===== src/rtl/fir_sequencer_if.sv =====
// Wishbone master bus between fir_sequencer and the FIR core's AXI-Lite/Wishbone bridge.
`timescale 1ns/1ps
interface fir_sequencer_if;
  logic        m_cyc_o;
  logic        m_stb_o;
  logic        m_we_o;
  logic [31:0] m_adr_o;
  logic [31:0] m_dat_o;
  logic        m_ack_i;
  logic [31:0] m_dat_i;

  modport master (
    output m_cyc_o, m_stb_o, m_we_o, m_adr_o, m_dat_o,
    input  m_ack_i, m_dat_i
  );

  modport slave (
    input  m_cyc_o, m_stb_o, m_we_o, m_adr_o, m_dat_o,
    output m_ack_i, m_dat_i
  );
endinterface


===== src/rtl/fir_sequencer.sv =====
// Loads FIR taps over Wishbone, starts the core, streams len samples through it and polls ap_done.
// Define FIR_SEQ_TIMEOUT_EN to build the STREAM/POLL stall watchdog.
`timescale 1ns/1ps
module fir_sequencer #(
  parameter int NUM_TAPS    = 11,
  parameter int LEN_W       = 10,
  parameter int TIMEOUT_CYC = 1024
) (
  input  logic                 clk,
  input  logic                 rst,
  input  logic                 start,
  input  logic [LEN_W-1:0]     len,
  output logic                 busy,
  output logic                 done,
  output logic                 err,
  output logic [3:0]           tap_idx,
  input  logic [31:0]          tap_data,
  fir_sequencer_if.master      wb,
  input  logic                 in_tvalid,
  output logic                 in_tready,
  input  logic [31:0]          in_tdata,
  output logic                 ss_tvalid,
  input  logic                 ss_tready,
  output logic [31:0]          ss_tdata,
  output logic                 ss_tlast,
  input  logic                 sm_tvalid,
  output logic                 sm_tready,
  input  logic [31:0]          sm_tdata,
  input  logic                 sm_tlast,
  output logic                 out_tvalid,
  input  logic                 out_tready,
  output logic [31:0]          out_tdata
);

  localparam int                TAP_CW   = 5;
  localparam logic [TAP_CW-1:0] TAP_CNT  = TAP_CW'(NUM_TAPS);
  localparam logic [31:0]       ADR_CTRL = 32'h0000_0020;
  localparam logic [31:0]       ADR_TAP0 = 32'h0000_0040;

  typedef enum logic [2:0] {
    S_IDLE, S_TAP_WR, S_GAP, S_START_WR, S_STREAM, S_POLL, S_DONE
  } state_t;

  state_t            r_state, w_state_nxt;
  logic [TAP_CW-1:0] r_tap_k;
  logic [LEN_W-1:0]  r_len, r_in_cnt, r_out_cnt;
  logic              r_err, r_poll;

  logic              w_start_acc, w_in_open, w_in_hs, w_out_hs, w_out_last;
  logic              w_tlast_bad, w_wd_expire, w_stream;
  logic [LEN_W-1:0]  w_len_eff;
  logic [31:0]       w_tap_adr;
  logic              w_unused;

  assign w_start_acc = (r_state == S_IDLE) && start;
  assign w_len_eff   = (len == '0) ? LEN_W'(1) : len;
  assign w_tap_adr   = ADR_TAP0 + {25'd0, r_tap_k, 2'b00};
  assign w_stream    = (r_state == S_STREAM);

  // Both stream paths are wired through; the counters only observe handshakes.
  assign w_in_open  = w_stream && (r_in_cnt != r_len);
  assign ss_tvalid  = w_in_open && in_tvalid;
  assign in_tready  = w_in_open && ss_tready;
  assign ss_tdata   = w_in_open ? in_tdata : '0;
  assign ss_tlast   = w_in_open && (r_in_cnt == r_len - LEN_W'(1));
  assign w_in_hs    = ss_tvalid && ss_tready;

  assign out_tvalid  = w_stream && sm_tvalid;
  assign sm_tready   = w_stream && out_tready;
  assign out_tdata   = w_stream ? sm_tdata : '0;
  assign w_out_hs    = out_tvalid && out_tready;
  assign w_out_last  = (r_out_cnt == r_len - LEN_W'(1));
  assign w_tlast_bad = w_out_hs && (sm_tlast != w_out_last);

  assign busy    = (r_state != S_IDLE);
  assign done    = (r_state == S_DONE);
  assign err     = r_err;
  assign tap_idx = r_tap_k[3:0];

`ifdef FIR_SEQ_TIMEOUT_EN
  localparam int WD_W = $clog2(TIMEOUT_CYC + 1);
  logic [WD_W-1:0] r_wd;
  logic            w_wd_zone, w_wd_kick;

  assign w_wd_zone   = w_stream || (r_state == S_POLL);
  assign w_wd_kick   = w_in_hs || w_out_hs || wb.m_ack_i;
  // Fires on the TIMEOUT_CYC-th consecutive quiet cycle.
  assign w_wd_expire = w_wd_zone && !w_wd_kick && (r_wd == WD_W'(TIMEOUT_CYC - 1));

  always_ff @(posedge clk or posedge rst) begin
    if (rst)
      r_wd <= '0;
    else if (!w_wd_zone || w_wd_kick)
      r_wd <= '0;
    else
      r_wd <= r_wd + WD_W'(1);
  end

  assign w_unused = ^{wb.m_dat_i[31:2], wb.m_dat_i[0]};
`else
  assign w_wd_expire = 1'b0;
  assign w_unused    = ^{wb.m_dat_i[31:2], wb.m_dat_i[0], TIMEOUT_CYC};
`endif

  always_ff @(posedge clk or posedge rst) begin
    if (rst)
      r_state <= S_IDLE;
    else
      r_state <= w_state_nxt;
  end

  always_comb begin
    w_state_nxt   = r_state;
    wb.m_cyc_o    = 1'b0;
    wb.m_stb_o    = 1'b0;
    wb.m_we_o     = 1'b0;
    wb.m_adr_o    = '0;
    wb.m_dat_o    = '0;
    case (r_state)
      S_IDLE: begin
        if (start) w_state_nxt = S_TAP_WR;
      end
      S_TAP_WR: begin
        wb.m_cyc_o = 1'b1;
        wb.m_stb_o = 1'b1;
        wb.m_we_o  = 1'b1;
        wb.m_adr_o = w_tap_adr;
        wb.m_dat_o = tap_data;
        if (wb.m_ack_i) w_state_nxt = S_GAP;
      end
      S_GAP: begin
        if (r_poll)                w_state_nxt = S_POLL;
        else if (r_tap_k != TAP_CNT) w_state_nxt = S_TAP_WR;
        else                       w_state_nxt = S_START_WR;
      end
      S_START_WR: begin
        wb.m_cyc_o = 1'b1;
        wb.m_stb_o = 1'b1;
        wb.m_we_o  = 1'b1;
        wb.m_adr_o = ADR_CTRL;
        wb.m_dat_o = 32'h0000_0001;
        if (wb.m_ack_i) w_state_nxt = S_STREAM;
      end
      S_STREAM: begin
        if (w_out_hs && w_out_last) w_state_nxt = S_POLL;
      end
      S_POLL: begin
        wb.m_cyc_o = 1'b1;
        wb.m_stb_o = 1'b1;
        wb.m_adr_o = ADR_CTRL;
        if (wb.m_ack_i) w_state_nxt = wb.m_dat_i[1] ? S_DONE : S_GAP;
      end
      S_DONE: begin
        w_state_nxt = S_IDLE;
      end
      default: w_state_nxt = S_IDLE;
    endcase
    if (w_wd_expire) w_state_nxt = S_IDLE;
  end

  always_ff @(posedge clk or posedge rst) begin
    if (rst) begin
      r_tap_k   <= '0;
      r_len     <= '0;
      r_in_cnt  <= '0;
      r_out_cnt <= '0;
      r_err     <= 1'b0;
      r_poll    <= 1'b0;
    end else if (w_start_acc) begin
      r_tap_k   <= '0;
      r_len     <= w_len_eff;
      r_in_cnt  <= '0;
      r_out_cnt <= '0;
      r_err     <= 1'b0;
      r_poll    <= 1'b0;
    end else begin
      if ((r_state == S_TAP_WR) && wb.m_ack_i)
        r_tap_k <= r_tap_k + TAP_CW'(1);
      if ((r_state == S_POLL) && wb.m_ack_i && !wb.m_dat_i[1])
        r_poll <= 1'b1;
      if (w_in_hs)
        r_in_cnt <= r_in_cnt + LEN_W'(1);
      if (w_out_hs)
        r_out_cnt <= r_out_cnt + LEN_W'(1);
      if (w_tlast_bad || w_wd_expire)
        r_err <= 1'b1;
    end
  end

endmodule


===== src/flat_wrapper.sv =====
// flat-port wrapper written by rule: the top's interface ports become plain ports
module fir_sequencer_flat 
#(
  parameter int NUM_TAPS    = 11,
  parameter int LEN_W       = 10,
  parameter int TIMEOUT_CYC = 1024
)
  (clk, rst, start, len, busy, done, err, tap_idx, tap_data, in_tvalid, in_tready, in_tdata, ss_tvalid, ss_tready, ss_tdata, ss_tlast, sm_tvalid, sm_tready, sm_tdata, sm_tlast, out_tvalid, out_tready, out_tdata, wb_m_cyc_o, wb_m_stb_o, wb_m_we_o, wb_m_adr_o, wb_m_dat_o, wb_m_ack_i, wb_m_dat_i);
  fir_sequencer_if wb_i ();
  input  logic clk;
  input  logic rst;
  input  logic start;
  input  logic [LEN_W-1:0] len;
  output logic busy;
  output logic done;
  output logic err;
  output logic [3:0] tap_idx;
  input  logic [31:0] tap_data;
  input  logic in_tvalid;
  output logic in_tready;
  input  logic [31:0] in_tdata;
  output logic ss_tvalid;
  input  logic ss_tready;
  output logic [31:0] ss_tdata;
  output logic ss_tlast;
  input  logic sm_tvalid;
  output logic sm_tready;
  input  logic [31:0] sm_tdata;
  input  logic sm_tlast;
  output logic out_tvalid;
  input  logic out_tready;
  output logic [31:0] out_tdata;
  output wire logic [$bits(wb_i.m_cyc_o)-1:0] wb_m_cyc_o;
  output wire logic [$bits(wb_i.m_stb_o)-1:0] wb_m_stb_o;
  output wire logic [$bits(wb_i.m_we_o)-1:0] wb_m_we_o;
  output wire logic [$bits(wb_i.m_adr_o)-1:0] wb_m_adr_o;
  output wire logic [$bits(wb_i.m_dat_o)-1:0] wb_m_dat_o;
  input wire logic [$bits(wb_i.m_ack_i)-1:0] wb_m_ack_i;
  input wire logic [$bits(wb_i.m_dat_i)-1:0] wb_m_dat_i;
  assign wb_m_cyc_o = wb_i.m_cyc_o;
  assign wb_m_stb_o = wb_i.m_stb_o;
  assign wb_m_we_o = wb_i.m_we_o;
  assign wb_m_adr_o = wb_i.m_adr_o;
  assign wb_m_dat_o = wb_i.m_dat_o;
  assign wb_i.m_ack_i = wb_m_ack_i;
  assign wb_i.m_dat_i = wb_m_dat_i;
  fir_sequencer #(.NUM_TAPS(NUM_TAPS), .LEN_W(LEN_W), .TIMEOUT_CYC(TIMEOUT_CYC)) u_core (.clk(clk), .rst(rst), .start(start), .len(len), .busy(busy), .done(done), .err(err), .tap_idx(tap_idx), .tap_data(tap_data), .wb(wb_i), .in_tvalid(in_tvalid), .in_tready(in_tready), .in_tdata(in_tdata), .ss_tvalid(ss_tvalid), .ss_tready(ss_tready), .ss_tdata(ss_tdata), .ss_tlast(ss_tlast), .sm_tvalid(sm_tvalid), .sm_tready(sm_tready), .sm_tdata(sm_tdata), .sm_tlast(sm_tlast), .out_tvalid(out_tvalid), .out_tready(out_tready), .out_tdata(out_tdata));
endmodule

===== config.mk =====
export PLATFORM = sky130hd
export DESIGN_NAME = fir_sequencer_flat
export DESIGN_NICKNAME = d
export VERILOG_FILES = /design/src/rtl/fir_sequencer_if.sv /design/src/rtl/fir_sequencer.sv /design/src/flat_wrapper.sv
export SDC_FILE = /design/constraint.sdc
export NUM_CORES = 1
export LEC_CHECK = 0
export CORE_AREA = 2 2 114 116
export CTS_BUF_LIST = sky130_fd_sc_hd__clkbuf_4
export DETAILED_ROUTE_END_ITERATION = 7
export DIE_AREA = 0 0 116 118
export PLACE_DENSITY_LB_ADDON = 0.25
export SYNTH_ARGS = -nofsm -noshare
export SYNTH_HDL_FRONTEND = slang
export SYNTH_SLANG_ARGS = --single-unit
export TNS_END_PERCENT = 50

===== constraint.sdc =====
create_clock -name clk -period 2.23 [get_ports clk]
set_input_delay 0.446 -clock clk [delete_from_list [all_inputs] [get_ports clk]]
set_output_delay 0.446 -clock clk [all_outputs]
set_load 0.01 [all_outputs]

==> metrics, run 1 <==
max-slew violation count=0; Starting DRT DRC Count=143; H-tree depth=2; routed len/inst=14.2 um; worst path required time=1.78 ns; area delta synth->final=86.1%; vias per cell=4.36; Tot Pwr=6.73 mW; Placement Setup Slack=-0.397 ns; synth top area cells=dfrtp_1 28%, and2_1 19%, xor2_1 8.6%; yosys warns=0; core area=12,400 um^2; EDFF count, synth=0; failing checks=setup timing; largest net degree at the start of global routing=41; grt ovf=0; VDD IR max=437 uV; row cnt=41; Final nets=878; antenna cell count=0; Static Leak=3.36 nW; DP Wirelength=9920 um; top cell type's share of synthesized area=28.2%; Least-Margin Pin Slew=0.525 ns; Critical Path End Type=primary output; Num CTS Buffers=5; FFs w/ async S/R, synth=100%; CP Launch Type=register; final worst path period need=2.67 ns; Layout Skew=0.00466 ns; PD cells=1020 nW/um^2; Synth Register Bits=40; cells after synthesis=442; io pins=290; antenna violations before repair=0; Max Root-Sink Buffers=2; GRT Total Usage=17.6%; first-pass GRT wire length=19,500 um; post-synthesis sequential area ratio=28.2%; layout cell share with drive strength beyond 1=32.8%; Finish-stage setup viols=55; Synth area leader=dfrtp_1; DIE HEIGHT=118 um; max-cap viol count=0; Slew HR=65.0%; hold buffers post-CTS=0; Worst setup startpoint=u_core.r_len[0]; most frequent cells after synthesis=105 x and2_1, 40 x dfrtp_1, 39 x nand2_1, 39 x nor2_1, 35 x xor2_1; CTS clk-pin slew, worst paths=0.12 ns; TritonCTS clock tree=done; DIE WIDTH=116 um; via count=3,921; CP Class=reg2out; status=finished, violations left; worst min-delay path class=in2async; Reg-to-Reg Start=u_core.r_len[0]; CTS Sinks=40; syn avg cell area=8.02 um^2; CTS root buf=clkbuf_4; Top FF cell, synth=dfrtp_1; Hold Fails Final Rpt=0; reg-to-reg critical path endpoint=u_core.r_state[2]; most common cell in the synthesized netlist=and2_1; final RePlAce weighted congestion=0.849; Critical Path AT=2.22 ns; antenna-violating nets left=0; DRC Markers=0; Skew-Pair Late Insertion Delay=0.35 ns; count of cell types in the netlist=54; cell area after synthesis=3550 um^2; Initial Util=28.6%; IO buf count=232; CP Capture Point=ss_tdata[12]; drt first pass iters=4; R2R depth=11; vias in the first global route=3,853; crit path setup slack, layout=-0.436 ns; RSZ-0062 raised after global routing=true; Final Cycle Share=120%; Total Wirelength=12,800 um; fmax=0.375 GHz; crit-path max FO=18; flop-to-flop setup slack=-0.06 ns; Die ar.=13,700 um^2
## placed cells by master (no fill, tap or decap), types with 3 or more instances in the layout
master | Yosys | routed
a21oi_1 | 7 | 7
and2_1 | 105 | 90
and2_4 | 0 | 15
and3_1 | 4 | 4
buf_12 | 0 | 5
buf_2 | 8 | 46
buf_4 | 32 | 51
buf_6 | 1 | 37
clkbuf_2 | 0 | 33
clkbuf_4 | 0 | 6
clkdlybuf4s50_1 | 0 | 120
conb_1 | 1 | 26
dfrtp_1 | 40 | 38
dlygate4sd2_1 | 0 | 4
dlymetal6s2s_1 | 0 | 12
ha_1 | 4 | 3
inv_1 | 8 | 6
nand2_1 | 39 | 38
nand3_1 | 10 | 7
nand4_1 | 13 | 13
nor2_1 | 39 | 37
nor3_1 | 8 | 5
nor4_1 | 6 | 4
nor4_4 | 1 | 3
o21ai_0 | 8 | 8
xnor2_1 | 17 | 15
xor2_1 | 35 | 29
xor2_2 | 1 | 6
## final cells by class
cell class / count / area, um^2
fill: 1209 / 5810
timing repair buffer: 311 / 2760
multi-input combinational: 361 / 2530
sequential: 40 / 1000
tap: 172 / 215
clock buffer: 6 / 45.0
inverter: 8 / 32.5
clock inverter: 2 / 11.3
## registers in the layout, summed over array words and instances, names as in the netlist
name,count
u_core.r_in_cnt,10
u_core.r_len,10
u_core.r_out_cnt,10
u_core.r_tap_k,5
u_core.r_state,3
u_core.err,1
u_core.r_poll,1
## what timing repair did
action / 4_1_cts / 5_1_grt
gates cloned: 3 / 5
pin swaps: 5 / 25
setup buffers: 3 / 11
setup endpoints to repair: 112 / 125
gates resized for setup: 297 / 161
## worst max-delay path, stage by stage, from the launching register on
cell	delay (ns)
dfrtp_1	0.42
buf_6	0.14
xor2_4	0.18
nor4_4	0.34
a41oi_4	0.26
buf_12	0.22
and2_1	0.16
buf_2	0.13
## power breakdown
group          internal [mW]  total, mW  leakage, nW  switching, mW
Sequential             0.913       1.13        0.526          0.219
Combinational           2.81       5.22         2.81           2.41
Clock                  0.132      0.381       0.0293          0.249
## worst min path at each step
stage / end / slack, ns
after floorplan: u_core.r_poll / 0.49
after global routing: u_core.err / 0.58
after global placement: u_core.err / 0.50
final: u_core.r_in_cnt[3] / 0.51
after detailed placement: u_core.r_poll / 0.52
after CTS: u_core.r_poll / 0.54
## kinds of logic after synthesis
logic type	Yosys count	synth area share, %
flops	40	28.2
mux	4	1.20
buf+inv	66	10.9
fa+ha+maj	4	1.41
xor+xnor	54	13.8
simple gates	242	38.1
other cells	1	0.106
compound gates	31	6.32
## routing by layer
layer,vias to the layer above,wire length [um],global-route usage [%]
li1,1953,-,-
met1,1818,5030,20.8
met2,138,6790,32.2
met3,12,772,4.02
met4,0,161,3.50
met5,-,0,0
## per-stage QoR
stage / utilization, % / setup TNS (ns) / instance area (um^2) / hold slack (ns) / instances
final: 53.2 / -15.13 / 6600 / 0.508 / 900
after global routing: 53.2 / -20.07 / 6600 / 0.583 / 900
after CTS: 51.8 / -19.03 / 6430 / 0.544 / 885
after detailed placement: 51.1 / -12.20 / 6350 / 0.516 / 871
after global placement: 51.1 / -11.40 / 6350 / 0.501 / 871
after floorplan: - / -0.00157 / 3660 / 0.486 / 467
Power figures use the tool's default switching activity.
==> run 2, diff against run 1 <==
- CORE_AREA: 2 2 114 116 -> default
- CORE_MARGIN: default -> 3
- CORE_UTILIZATION: default -> 31
- DIE_AREA: 0 0 116 118 -> default
==> run 2 against run 1 <==
  * Setup slack improved by 0.072 ns
  * The run still ends with setup timing left
  * Power is 5.5% higher
  * Clock-buffer cell count shrank 1
  * Sequential share of layout area decreased by 0.62 points
  * Critical path depth is 1 higher
  * Sequential power barely moved
  * Core utilization grew 9.2 points
  * Wire length grew 5.9%
  * Combinational power is 6.9% higher
  * Maximum frequency grew 2.8%
==> metrics, run 2 (synthesis gave the netlist of run 1 again) <==
Initial Util=32.1% (+3.6 points); final RePlAce weighted congestion=0.848 (-0.15%); Die ar.=12,800 um^2 (-6.8%); DRC Markers=0 (unchanged); Tot Pwr=7.10 mW (+5.5%); sequential cell fraction of total power=16.2% (-0.6 points); Critical Path End Type=primary output; DIE HEIGHT=113 um (-4.3%); Layout Skew=0.0177 ns (+0.0130 ns); IO buf count=232 (unchanged); DP Wirelength=10,200 um (+3.3%); commonest non-fill, non-tap cells in the layout=122 x clkdlybuf4s50_1, 71 x and2_1, 70 x buf_4, 61 x buf_6; RSZ-0062 raised after global routing=true; Critical Path AT=2.15 ns (-0.07 ns); max-cap viol count=0 (unchanged); Final Util=62.4% (+9.2 points); row cnt=38 (-7.3%); placed insts=845 (-3.0%); area delta synth->final=94.1%; drt first pass iters=4 (unchanged); most common cell after layout, fill and taps aside=clkdlybuf4s50_1; switching share of total power=41.5% (-1.3 points); DIE WIDTH=113 um (-2.6%); CP Launch Type=register; Placement Setup Slack=-0.396 ns (+0.00128 ns); io pins=290 (unchanged); GRT Total Usage=19.5% (+1.8 points); vias in the first global route=4,191 (+8.8%); cell-internal power=4.16 mW (+7.8%); Hold Fails Final Rpt=0 (unchanged); Sw Pwr=2.95 mW (+2.4%); failing checks=setup timing; CTS Sinks=40 (unchanged); crit path setup slack, layout=-0.365 ns (+0.0717 ns); CTS clk-pin slew, worst paths=0.13 ns (about the same); via count=4,080 (+4.1%); max-slew violation count=0 (unchanged); worst min-delay path class=in2async; Num CTS Buffers=5 (unchanged); fillcell total=981 (-19%); layout cell share with drive strength beyond 1=34.9% (+2.1 points); fmax=0.385 GHz (+2.8%); clock share of power=5.2% (-0.5 points); antenna-violating nets left=0 (unchanged); crit-path max FO=2 (-16); Final nets=896 (+2.1%); PD cells=1030 nW/um^2 (+1.2%); flop-to-flop setup slack=-0.21 ns (-0.15 ns); Total Wirelength=13,500 um (+5.9%); H-tree depth=2 (unchanged); CP Class=reg2out; worst-path cell chain=xor2_2 -> buf_4 -> xnor2_1 -> a32o_1 -> a211o_1 -> nand4_1 -> nor3_2 -> buf_2; worst path required time=1.78 ns (about the same); share of total power in combinational logic=78.6% (+1.1 points); CTS root buf=clkbuf_4; largest net degree at the start of global routing=41 (unchanged); Static Leak=3.63 nW (+8.0%); CP max-delay cell=dfrtp_2; R2R depth=10 (-1); Starting DRT DRC Count=153 (+7.0%); Reg-to-Reg Start=u_core.r_len[1]; Slew HR=65.1% (+0.066 points); Slowest Stage Delay on Critical Path=0.46 ns (+0.04 ns); vias per cell=4.61 (+5.8%); storage element area=1000 um^2 (unchanged); Max Root-Sink Buffers=2 (unchanged); final cell count without fillers=885 (-1.7%); antenna cell count=0 (unchanged); status=finished, violations left; Skew-Pair Late Insertion Delay=0.36 ns (about the same); Top Registers=u_core.r_in_cnt x10, u_core.r_len x10, u_core.r_out_cnt x10; antenna violations before repair=0 (unchanged); reg-to-reg critical path endpoint=u_core.r_state[1]; Finish-stage setup viols=44 (-20%); Least-Margin Pin Slew=0.524 ns (-0.000983 ns); routed len/inst=15.3 um (+7.7%); TritonCTS clock tree=done; Final Cycle Share=116% (-3.2 points); core area=11,000 um^2 (-11%); first-pass GRT wire length=20,500 um (+4.9%); multi-input combinational cell area=2560 um^2 (+1.2%); final worst path period need=2.59 ns (-0.0717 ns); grt ovf=0 (unchanged); VDD IR max=481 uV (+9.9%)
==> run 2: cell count changes in the layout (fill, tap and decap cells not counted), moves of 3 or more <==
| cell | previous run | this run |
|---|---|---|
| buf_4 | 51 | 70 |
| buf_6 | 37 | 61 |
| buf_2 | 46 | 38 |
| dlymetal6s2s_1 | 12 | 24 |
| and2_4 | 15 | 34 |
| clkbuf_2 | 33 | 5 |
| and2_1 | 90 | 71 |
| nand3_2 | 2 | 5 |
| buf_12 | 5 | 1 |
==> run 2: metal layers <==
metal / share of wire [%] / vias up / track usage, %
met5: 0 / - / 0
met4: 1.5 / 0 / 4.09
met3: 5.8 / 15 / 3.64
met2: 52 / 156 / 35.2
met1: 41 / 1929 / 24.1
li1: - / 1980 / -
==> run 2: timing repair <==
item / 4_1_cts / 5_1_grt
gates resized for setup: 303 / 181
endpoints found under the setup margin: 114 / 125
cloned: 5 / 3
hold buffers: 0 / 0
buffers inserted: 16 / 13
pin swaps: 47 / 21
==> run 2: worst max path at each step <==
stage | to | cells after the start | start | slack [ns]
CTS | ss_tdata[25] | 9 | u_core.r_len[0] | -0.43
global route | ss_tlast | 7 | u_core.r_len[2] | -0.47
finish | ss_tlast | 8 | u_core.r_len[7] | -0.36
floorplan | u_core.r_state[1] | 7 | u_core.r_len[2] | -0.002
global placement | ss_tlast | 9 | u_core.r_len[0] | -0.36
detailed placement | ss_tlast | 9 | u_core.r_len[0] | -0.40
==> run 2: final cells by class <==
| cell class | count | share of cell area [%] |
|---|---|---|
| Multi-Input combinational cell | 361 | 37.3 |
| Inverter | 8 | 0.436 |
| Sequential cell | 40 | 14.6 |
| Tap cell | 140 | 2.55 |
| Timing Repair Buffer | 329 | 44.4 |
| Clock inverter | 2 | 0.182 |
| Clock buffer | 5 | 0.545 |
==> run 2: through the flow <==
stage                      TNS, ns  hold slack [ns]  area (um^2)
after floorplan           -0.00157            0.486         3660
after global placement       -9.78            0.502         6300
after detailed placement    -10.80            0.514         6300
after CTS                   -23.61            0.533         6630
after global routing        -16.92            0.545         6880
final                       -10.91            0.526         6880
==> run 2: critical path, delay by kind of cell (launching register included) <==
family                 cells  cell delay, ns
buffers and inverters      2            0.29
XOR/XNOR                   2            0.32
flip-flops                 1            0.46
AND/OR/NAND/NOR            2            0.18
AO/OA/AOI/OAI              2            0.54
==> run 2: power groups by stage <==
stage	logic (mW)	registers (mW)	clock network, mW
after floorplan	2.31	1.09	0
after global placement	4.54	1.10	0
after detailed placement	4.61	1.11	0
after CTS	5.17	1.11	0.378
after global routing	6.03	1.18	0.407
final	5.58	1.15	0.367
